## src/rtl/instr_fetch_ctrl_pkg.sv

```systemverilog
// Shared fetch-side types: widths, the NOP encoding, FSM states and next-PC selects.
// The range helper is common to fetch issue and the loader write path.
package cpu_pkg;

    localparam int PC_W    = 10;
    localparam int INSTR_W = 32;

    localparam logic [INSTR_W-1:0] NOP_INSTR = 32'h0;

    typedef enum logic [1:0] {
        IDLE = 2'd0,
        RUN  = 2'd1,
        HALT = 2'd2,
        LOAD = 2'd3
    } fetch_state_t;

    typedef enum logic [1:0] {
        PC_HOLD   = 2'd0,
        PC_INC    = 2'd1,
        PC_BRANCH = 2'd2,
        PC_RESET  = 2'd3
    } pc_sel_t;

    function automatic logic addr_in_range(input logic [PC_W-1:0] addr, input int depth);
        return int'(addr) < depth;
    endfunction

endpackage

```

## src/rtl/instr_fetch_ctrl_if.sv

```systemverilog
// Pipeline, loader and instruction-memory signals of the fetch controller.
// master is the controller side, slave is the surrounding pipeline/memory/loader.
interface instr_fetch_ctrl_if;

    logic                        start;
    logic                        halt_req;
    logic                        stall;
    logic                        br_taken;
    logic [cpu_pkg::PC_W-1:0]    br_target;

    logic                        ld_valid;
    logic                        ld_last;
    logic [cpu_pkg::PC_W-1:0]    ld_addr;
    logic [cpu_pkg::INSTR_W-1:0] ld_data;
    logic                        ld_ready;

    logic                        imem_en;
    logic                        imem_we;
    logic [cpu_pkg::PC_W-1:0]    imem_addr;
    logic [cpu_pkg::INSTR_W-1:0] imem_wdata;
    logic [cpu_pkg::INSTR_W-1:0] imem_rdata;

    logic [cpu_pkg::INSTR_W-1:0] instr_out;
    logic                        instr_valid;
    logic [cpu_pkg::PC_W-1:0]    pc_out;
    logic [1:0]                  state_out;
    logic                        addr_err;
    logic [31:0]                 perf_fetch;
    logic [31:0]                 perf_squash;

    modport master (
        input  start, halt_req, stall, br_taken, br_target,
        input  ld_valid, ld_last, ld_addr, ld_data,
        input  imem_rdata,
        output ld_ready, imem_en, imem_we, imem_addr, imem_wdata,
        output instr_out, instr_valid, pc_out, state_out, addr_err,
        output perf_fetch, perf_squash
    );

    modport slave (
        output start, halt_req, stall, br_taken, br_target,
        output ld_valid, ld_last, ld_addr, ld_data,
        output imem_rdata,
        input  ld_ready, imem_en, imem_we, imem_addr, imem_wdata,
        input  instr_out, instr_valid, pc_out, state_out, addr_err,
        input  perf_fetch, perf_squash
    );

endinterface

```

## src/rtl/instr_fetch_ctrl_pc_next.sv

```systemverilog
// Combinational next-PC select (hold / +1 / branch / restart) and issue range check.
// Purely combinational; no wrap past DEPTH because an out-of-range PC is never issued.
module fetch_pc_next
    import cpu_pkg::*;
#(
    parameter int              DEPTH    = 100,
    parameter logic [PC_W-1:0] RESET_PC = '0
) (
    input  pc_sel_t         sel,
    input  logic [PC_W-1:0] pc,
    input  logic [PC_W-1:0] br_target,
    output logic [PC_W-1:0] pc_nxt,
    output logic            pc_ok
);

    always_comb begin
        pc_nxt = pc;
        case (sel)
            PC_INC:    pc_nxt = pc + PC_W'(1);
            PC_BRANCH: pc_nxt = br_target;
            PC_RESET:  pc_nxt = RESET_PC;
            default:   pc_nxt = pc;
        endcase
    end

    assign pc_ok = addr_in_range(pc, DEPTH);

endmodule

```

## src/rtl/instr_fetch_ctrl.sv

```systemverilog
// Instruction fetch controller: read issued at pc appears on instr_out the next cycle; stall freezes fetch.
// Loader beats are accepted only in LOAD; INSTR_FETCH_PERF_EN enables the perf counters.
module instr_fetch_ctrl
    import cpu_pkg::*;
#(
    parameter int              DEPTH    = 100,
    parameter logic [PC_W-1:0] RESET_PC = '0
) (
    input  logic               clk,
    input  logic               reset,
    instr_fetch_ctrl_if.master bus
);

    fetch_state_t       state;
    logic [PC_W-1:0]    pc;
    logic [PC_W-1:0]    pc_nxt;
    logic               pc_ok;
    pc_sel_t            pc_sel;

    logic [PC_W-1:0]    pc_out_q;
    logic               valid_q;
    logic               fresh_q;
    logic [INSTR_W-1:0] instr_hold;
    logic [INSTR_W-1:0] instr_mux;
    logic               addr_err_q;

    logic               run;
    logic               issue;
    logic               beat;
    logic               wr_ok;
    logic               squash;

    assign run    = (state == RUN);
    assign issue  = run && !bus.halt_req && !bus.stall && pc_ok;
    assign squash = run && (bus.halt_req || bus.br_taken);
    assign beat   = (state == LOAD) && bus.ld_valid;
    assign wr_ok  = beat && addr_in_range(bus.ld_addr, DEPTH);

    // Memory port is muxed combinationally so writes land in the accepting cycle
    // and an asynchronous reset kills a pending write immediately.
    assign bus.ld_ready   = beat;
    assign bus.imem_en    = issue;
    assign bus.imem_we    = wr_ok;
    assign bus.imem_addr  = wr_ok ? bus.ld_addr : (issue ? pc : '0);
    assign bus.imem_wdata = wr_ok ? bus.ld_data : '0;

    // Fresh read data passes straight through; the holding copy covers stalls and squashes.
    assign instr_mux       = fresh_q ? bus.imem_rdata : instr_hold;
    assign bus.instr_out   = instr_mux;
    assign bus.instr_valid = valid_q;
    assign bus.pc_out      = pc_out_q;
    assign bus.state_out   = state;
    assign bus.addr_err    = addr_err_q;

    always_comb begin
        pc_sel = PC_HOLD;
        case (state)
            IDLE, HALT: begin
                if (!bus.ld_valid && bus.start) pc_sel = PC_RESET;
            end
            RUN: begin
                if (bus.halt_req)      pc_sel = PC_HOLD;
                else if (bus.br_taken) pc_sel = PC_BRANCH;
                else if (issue)        pc_sel = PC_INC;
            end
            default: pc_sel = PC_HOLD;
        endcase
    end

    fetch_pc_next #(
        .DEPTH    (DEPTH),
        .RESET_PC (RESET_PC)
    ) u_pc_next (
        .sel       (pc_sel),
        .pc        (pc),
        .br_target (bus.br_target),
        .pc_nxt    (pc_nxt),
        .pc_ok     (pc_ok)
    );

    always_ff @(posedge clk or posedge reset) begin
        if (reset) begin
            state      <= IDLE;
            pc         <= RESET_PC;
            pc_out_q   <= '0;
            valid_q    <= 1'b0;
            fresh_q    <= 1'b0;
            instr_hold <= NOP_INSTR;
            addr_err_q <= 1'b0;
        end else begin
            pc         <= pc_nxt;
            fresh_q    <= issue;
            instr_hold <= instr_mux;
            case (state)
                IDLE, HALT: begin
                    if (bus.ld_valid)   state <= LOAD;
                    else if (bus.start) state <= RUN;
                end
                LOAD: begin
                    if (beat) begin
                        if (!wr_ok)      addr_err_q <= 1'b1;
                        if (bus.ld_last) state      <= IDLE;
                    end
                end
                RUN: begin
                    if (bus.halt_req) begin
                        state   <= HALT;
                        valid_q <= 1'b0;
                    end else if (bus.br_taken) begin
                        valid_q <= 1'b0;
                    end else if (!bus.stall) begin
                        if (!pc_ok) begin
                            addr_err_q <= 1'b1;
                            state      <= HALT;
                            valid_q    <= 1'b0;
                        end else begin
                            valid_q  <= 1'b1;
                            pc_out_q <= pc;
                        end
                    end
                end
                default: state <= IDLE;
            endcase
        end
    end

`ifdef INSTR_FETCH_PERF_EN
    logic [31:0] fetch_cnt;
    logic [31:0] squash_cnt;

    always_ff @(posedge clk or posedge reset) begin
        if (reset) begin
            fetch_cnt  <= '0;
            squash_cnt <= '0;
        end else begin
            if (valid_q && fresh_q && fetch_cnt != '1) fetch_cnt  <= fetch_cnt + 32'd1;
            if (squash && squash_cnt != '1)            squash_cnt <= squash_cnt + 32'd1;
        end
    end

    assign bus.perf_fetch  = fetch_cnt;
    assign bus.perf_squash = squash_cnt;
`else
    logic unused_squash;
    assign unused_squash   = squash;
    assign bus.perf_fetch  = '0;
    assign bus.perf_squash = '0;
`endif

endmodule

```

## src/flat_wrapper.sv

```systemverilog
// flat-port wrapper written by rule: the top's interface ports become plain ports
module instr_fetch_ctrl_flat import cpu_pkg::*;
#(
    parameter int              DEPTH    = 100,
    parameter logic [PC_W-1:0] RESET_PC = '0
)
  (clk, reset, bus_start, bus_halt_req, bus_stall, bus_br_taken, bus_br_target, bus_ld_valid, bus_ld_last, bus_ld_addr, bus_ld_data, bus_imem_rdata, bus_ld_ready, bus_imem_en, bus_imem_we, bus_imem_addr, bus_imem_wdata, bus_instr_out, bus_instr_valid, bus_pc_out, bus_state_out, bus_addr_err, bus_perf_fetch, bus_perf_squash);
  instr_fetch_ctrl_if bus_i ();
  input  logic clk;
  input  logic reset;
  input wire logic [$bits(bus_i.start)-1:0] bus_start;
  input wire logic [$bits(bus_i.halt_req)-1:0] bus_halt_req;
  input wire logic [$bits(bus_i.stall)-1:0] bus_stall;
  input wire logic [$bits(bus_i.br_taken)-1:0] bus_br_taken;
  input wire logic [$bits(bus_i.br_target)-1:0] bus_br_target;
  input wire logic [$bits(bus_i.ld_valid)-1:0] bus_ld_valid;
  input wire logic [$bits(bus_i.ld_last)-1:0] bus_ld_last;
  input wire logic [$bits(bus_i.ld_addr)-1:0] bus_ld_addr;
  input wire logic [$bits(bus_i.ld_data)-1:0] bus_ld_data;
  input wire logic [$bits(bus_i.imem_rdata)-1:0] bus_imem_rdata;
  output wire logic [$bits(bus_i.ld_ready)-1:0] bus_ld_ready;
  output wire logic [$bits(bus_i.imem_en)-1:0] bus_imem_en;
  output wire logic [$bits(bus_i.imem_we)-1:0] bus_imem_we;
  output wire logic [$bits(bus_i.imem_addr)-1:0] bus_imem_addr;
  output wire logic [$bits(bus_i.imem_wdata)-1:0] bus_imem_wdata;
  output wire logic [$bits(bus_i.instr_out)-1:0] bus_instr_out;
  output wire logic [$bits(bus_i.instr_valid)-1:0] bus_instr_valid;
  output wire logic [$bits(bus_i.pc_out)-1:0] bus_pc_out;
  output wire logic [$bits(bus_i.state_out)-1:0] bus_state_out;
  output wire logic [$bits(bus_i.addr_err)-1:0] bus_addr_err;
  output wire logic [$bits(bus_i.perf_fetch)-1:0] bus_perf_fetch;
  output wire logic [$bits(bus_i.perf_squash)-1:0] bus_perf_squash;
  assign bus_i.start = bus_start;
  assign bus_i.halt_req = bus_halt_req;
  assign bus_i.stall = bus_stall;
  assign bus_i.br_taken = bus_br_taken;
  assign bus_i.br_target = bus_br_target;
  assign bus_i.ld_valid = bus_ld_valid;
  assign bus_i.ld_last = bus_ld_last;
  assign bus_i.ld_addr = bus_ld_addr;
  assign bus_i.ld_data = bus_ld_data;
  assign bus_i.imem_rdata = bus_imem_rdata;
  assign bus_ld_ready = bus_i.ld_ready;
  assign bus_imem_en = bus_i.imem_en;
  assign bus_imem_we = bus_i.imem_we;
  assign bus_imem_addr = bus_i.imem_addr;
  assign bus_imem_wdata = bus_i.imem_wdata;
  assign bus_instr_out = bus_i.instr_out;
  assign bus_instr_valid = bus_i.instr_valid;
  assign bus_pc_out = bus_i.pc_out;
  assign bus_state_out = bus_i.state_out;
  assign bus_addr_err = bus_i.addr_err;
  assign bus_perf_fetch = bus_i.perf_fetch;
  assign bus_perf_squash = bus_i.perf_squash;
  instr_fetch_ctrl #(.DEPTH(DEPTH), .RESET_PC(RESET_PC)) u_core (.clk(clk), .reset(reset), .bus(bus_i));
endmodule
```

## config.mk

```make
export PLATFORM = sky130hd
export DESIGN_NAME = instr_fetch_ctrl_flat
export DESIGN_NICKNAME = d
export VERILOG_FILES = /design/src/rtl/instr_fetch_ctrl_pkg.sv /design/src/rtl/instr_fetch_ctrl_if.sv /design/src/rtl/instr_fetch_ctrl_pc_next.sv /design/src/rtl/instr_fetch_ctrl.sv /design/src/flat_wrapper.sv
export SDC_FILE = /design/constraint.sdc
export NUM_CORES = 1
export LEC_CHECK = 0
export CAP_MARGIN = 10
export CORE_AREA = 3 3 96 98
export DETAILED_ROUTE_END_ITERATION = 10
export DIE_AREA = 0 0 99 101
export DONT_BUFFER_PORTS = 1
export PLACE_DENSITY_LB_ADDON = 0.2
export REMOVE_ABC_BUFFERS = 1
export SLEW_MARGIN = 5
export SYNTH_ARGS = -nofsm -noshare
export SYNTH_HDL_FRONTEND = slang
export SYNTH_SLANG_ARGS = --single-unit
```

## constraint.sdc

```tcl
create_clock -name clk -period 2.2 [get_ports clk]
set_input_delay 0.11 -clock clk [delete_from_list [all_inputs] [get_ports clk]]
set_output_delay 0.11 -clock clk [all_outputs]
set_load 0.1 [all_outputs]
```

==> metrics.txt <==
status=complete, no violations; DRT Wirelength=8422 µm; CTS Buf Count=9; Multi-input gate area=0.001500 mm²; worst setup path endpoint=bus_imem_addr[0]; CTS Buffer Depth=2; Die X=99 µm; # setup viols final=0; Rows=34; Pre-Repair DR Iteration Count=4; crit-path max FO=13; layout cell share with drive strength beyond 1=32.72%; post-synthesis cell count=307; Mean Syn Cell Area=10.73 µm²; Async SR Flop Fraction=100.0%; R2R cell count=4; Cell variety after synth=40; Die H=101 µm; number of enable flip-flop cells after synthesis=0; Synth Flop Type=dfrtp_1; Final Cycle Share=93.29%; crit end category=primary output; Vias/cell=4.661; Syn-to-layout area delta=34.57%; Synth Register Bits=57; Fin Hold WS=19.93 ps; number of buffers added on ports=0; worst clock skew=11.39 ps; unrepaired setup endpoints after global routing=false; final HPWL from detailed placement=6698 µm; Antenna Nets Post-Route=0; Critical Path Source=u_core.pc[2]; CP required=2090 ps; worst reg2reg startpoint=u_core.pc[2]; initial antenna violation count=0; Final Slew Violations=0; Ys Warns=0; gp weighted congestion=0.8196; Final #Nets=472; GR Overflow Total=0; critical path class=register to primary output; Fill cells=759; H-tree depth=3; IO Pins=247; Startpoint Class=register; max_cap viols=0; final hold viol count=0; total number of vias=2,284; commonest non-fill, non-tap cell in the layout=conb_1; residual DRC count=0; Initial Utilization=38.51%; vias in the first global route=2,278; n_diodes=0; largest net degree at the start of global routing=34; Post-CTS Setup Bufs=0; worst skew pair latency=320 ps; Slew @ Worst Pin=640.5 ps; first-pass GRT wire length=12,430 µm; register area share after synthesis=43.31%; Min-Delay Path Class=primary input to register; flop-to-flop setup slack=360 ps; Root Driver=clkbuf_8; fin crit period=2052 ps; total track usage=15.91%; Fmax achieved=487.3 MHz; CP arrival=1940 ps; Mapped Area=0.003293 mm²; most frequent cells in the layout=conb_1, dfrtp_1, buf_12; Slew HR=57.24%; Avg WL per Cell=17.19 µm; Hold Crit Depth=2; reg2reg end=u_core.bus.pc_out[4]; 1st-iter DRT viols=63; Worst-path clk slew=70 ps; final non-filler cell total=490; die area=0.009999 mm²; core region area=0.008551 mm²; placed cells=461; register area=0.001426 mm²; CTS tree=built; Clock Sinks=57
timing repair:
| item | 4_1_cts | 5_1_grt |
|---|---|---|
| setup endpoints to repair | 8 | 7 |
| gates resized for setup | 1 | 2 |
| pin swaps | 0 | 0 |
| hold buffers | 15 | 0 |
| gates cloned | 0 | 0 |
| endpoints found under the hold margin | 42 | 0 |
flip-flops by register name, summed over array words and instances (netlist names):
| signal | cells |
|---|---|
| u_core.instr_hold | 32 |
| u_core.bus.pc_out | 10 |
| u_core.pc | 10 |
| u_core.bus.state_out | 2 |
| u_core.bus.addr_err | 1 |
| u_core.bus.instr_valid | 1 |
| u_core.fresh_q | 1 |
worst min path at each step:
| stage | from | to | slack (ps) |
|---|---|---|---|
| 2_1_floorplan | bus_br_taken | u_core.bus.instr_valid | 220 |
| 3_3_place_gp | reset | u_core.instr_hold[14] | 100 |
| 3_5_place_dp | reset | u_core.instr_hold[31] | 120 |
| 4_1_cts | bus_br_target[2] | u_core.pc[2] | 2 |
| 5_1_grt | bus_br_target[3] | u_core.pc[3] | 20 |
| 6_report | bus_br_target[2] | u_core.pc[2] | 20 |
synthesized netlist by cell type, types with 2 or more instances:
| cell | n | area share (%) |
|---|---|---|
| mux2_2 | 40 | 14 |
| buf_1 | 3 | 0.34 |
| a22o_1 | 9 | 2.4 |
| and4b_1 | 3 | 0.91 |
| a2bb2oi_1 | 4 | 1.1 |
| a21oi_1 | 5 | 0.76 |
| clkbuf_1 | 5 | 0.57 |
| nor2b_1 | 4 | 0.76 |
| buf_4 | 68 | 16 |
| nor3b_1 | 4 | 0.91 |
| nor2_1 | 8 | 0.91 |
| buf_2 | 5 | 0.76 |
| a211oi_1 | 4 | 0.91 |
| and2_1 | 32 | 6.1 |
| a22oi_1 | 2 | 0.46 |
| o21ai_0 | 3 | 0.46 |
| nor3_1 | 12 | 1.8 |
| nand2_1 | 6 | 0.68 |
| and3_1 | 5 | 0.95 |
| dfrtp_1 | 57 | 43 |
| buf_6 | 4 | 1.4 |
| a31oi_1 | 3 | 0.57 |
| nand2b_1 | 2 | 0.38 |
| inv_1 | 3 | 0.34 |
per-stage QoR:
step	instance area, µm²	util (%)	TNS (ps)	setup WS (ps)
final	4432	51.83	0	147.7
after global routing	4432	51.83	0	35.64
after CTS	4422	51.71	0	49.13
after detailed placement	4120	48.19	0	243.5
after global placement	4120	48.19	0	322.2
after floorplan	2925	-	-91550	-2181
cells by family (layout without fill, tap and decap cells):
kind of cell / count (synthesis) / in the layout / share of synthesized area (%)
buffers and inverters: 89 / 98 / 19.03
muxes: 40 / 40 / 13.68
other: 1 / 67 / 0.1139
and+or+nand+nor: 82 / 82 / 14.78
AOI/OAI and AO/OA: 37 / 37 / 8.700
DFF: 57 / 57 / 43.31
adders and majority gates: 1 / 1 / 0.3799
area by class of cell:
type                       instances  area share, %
tap                              108          3.049
multi-input combinational        227          33.85
clock buffer                      10          2.880
timing repair buffer              81          27.27
sequential                        57          32.19
inverter                           3         0.2541
clock inverter                     4         0.5082
worst max-delay path, cell delays in order, from the launching register on:
cell	delay, ps
dfrtp_1	470
o311ai_2	390
and3_4	350
a22o_1	220
buf_12	190
per-layer routing:
metal,global-route usage [%],up-vias,wire length [µm]
met2,26.39,130,4265
met3,6.228,7,903
met5,0,-,0
met1,19.51,1085,3190
li1,-,1062,-
met4,3.782,0,63
Power is not shown: default switching activity piles up to over one toggle a cycle in this logic, so the estimate is an artifact.
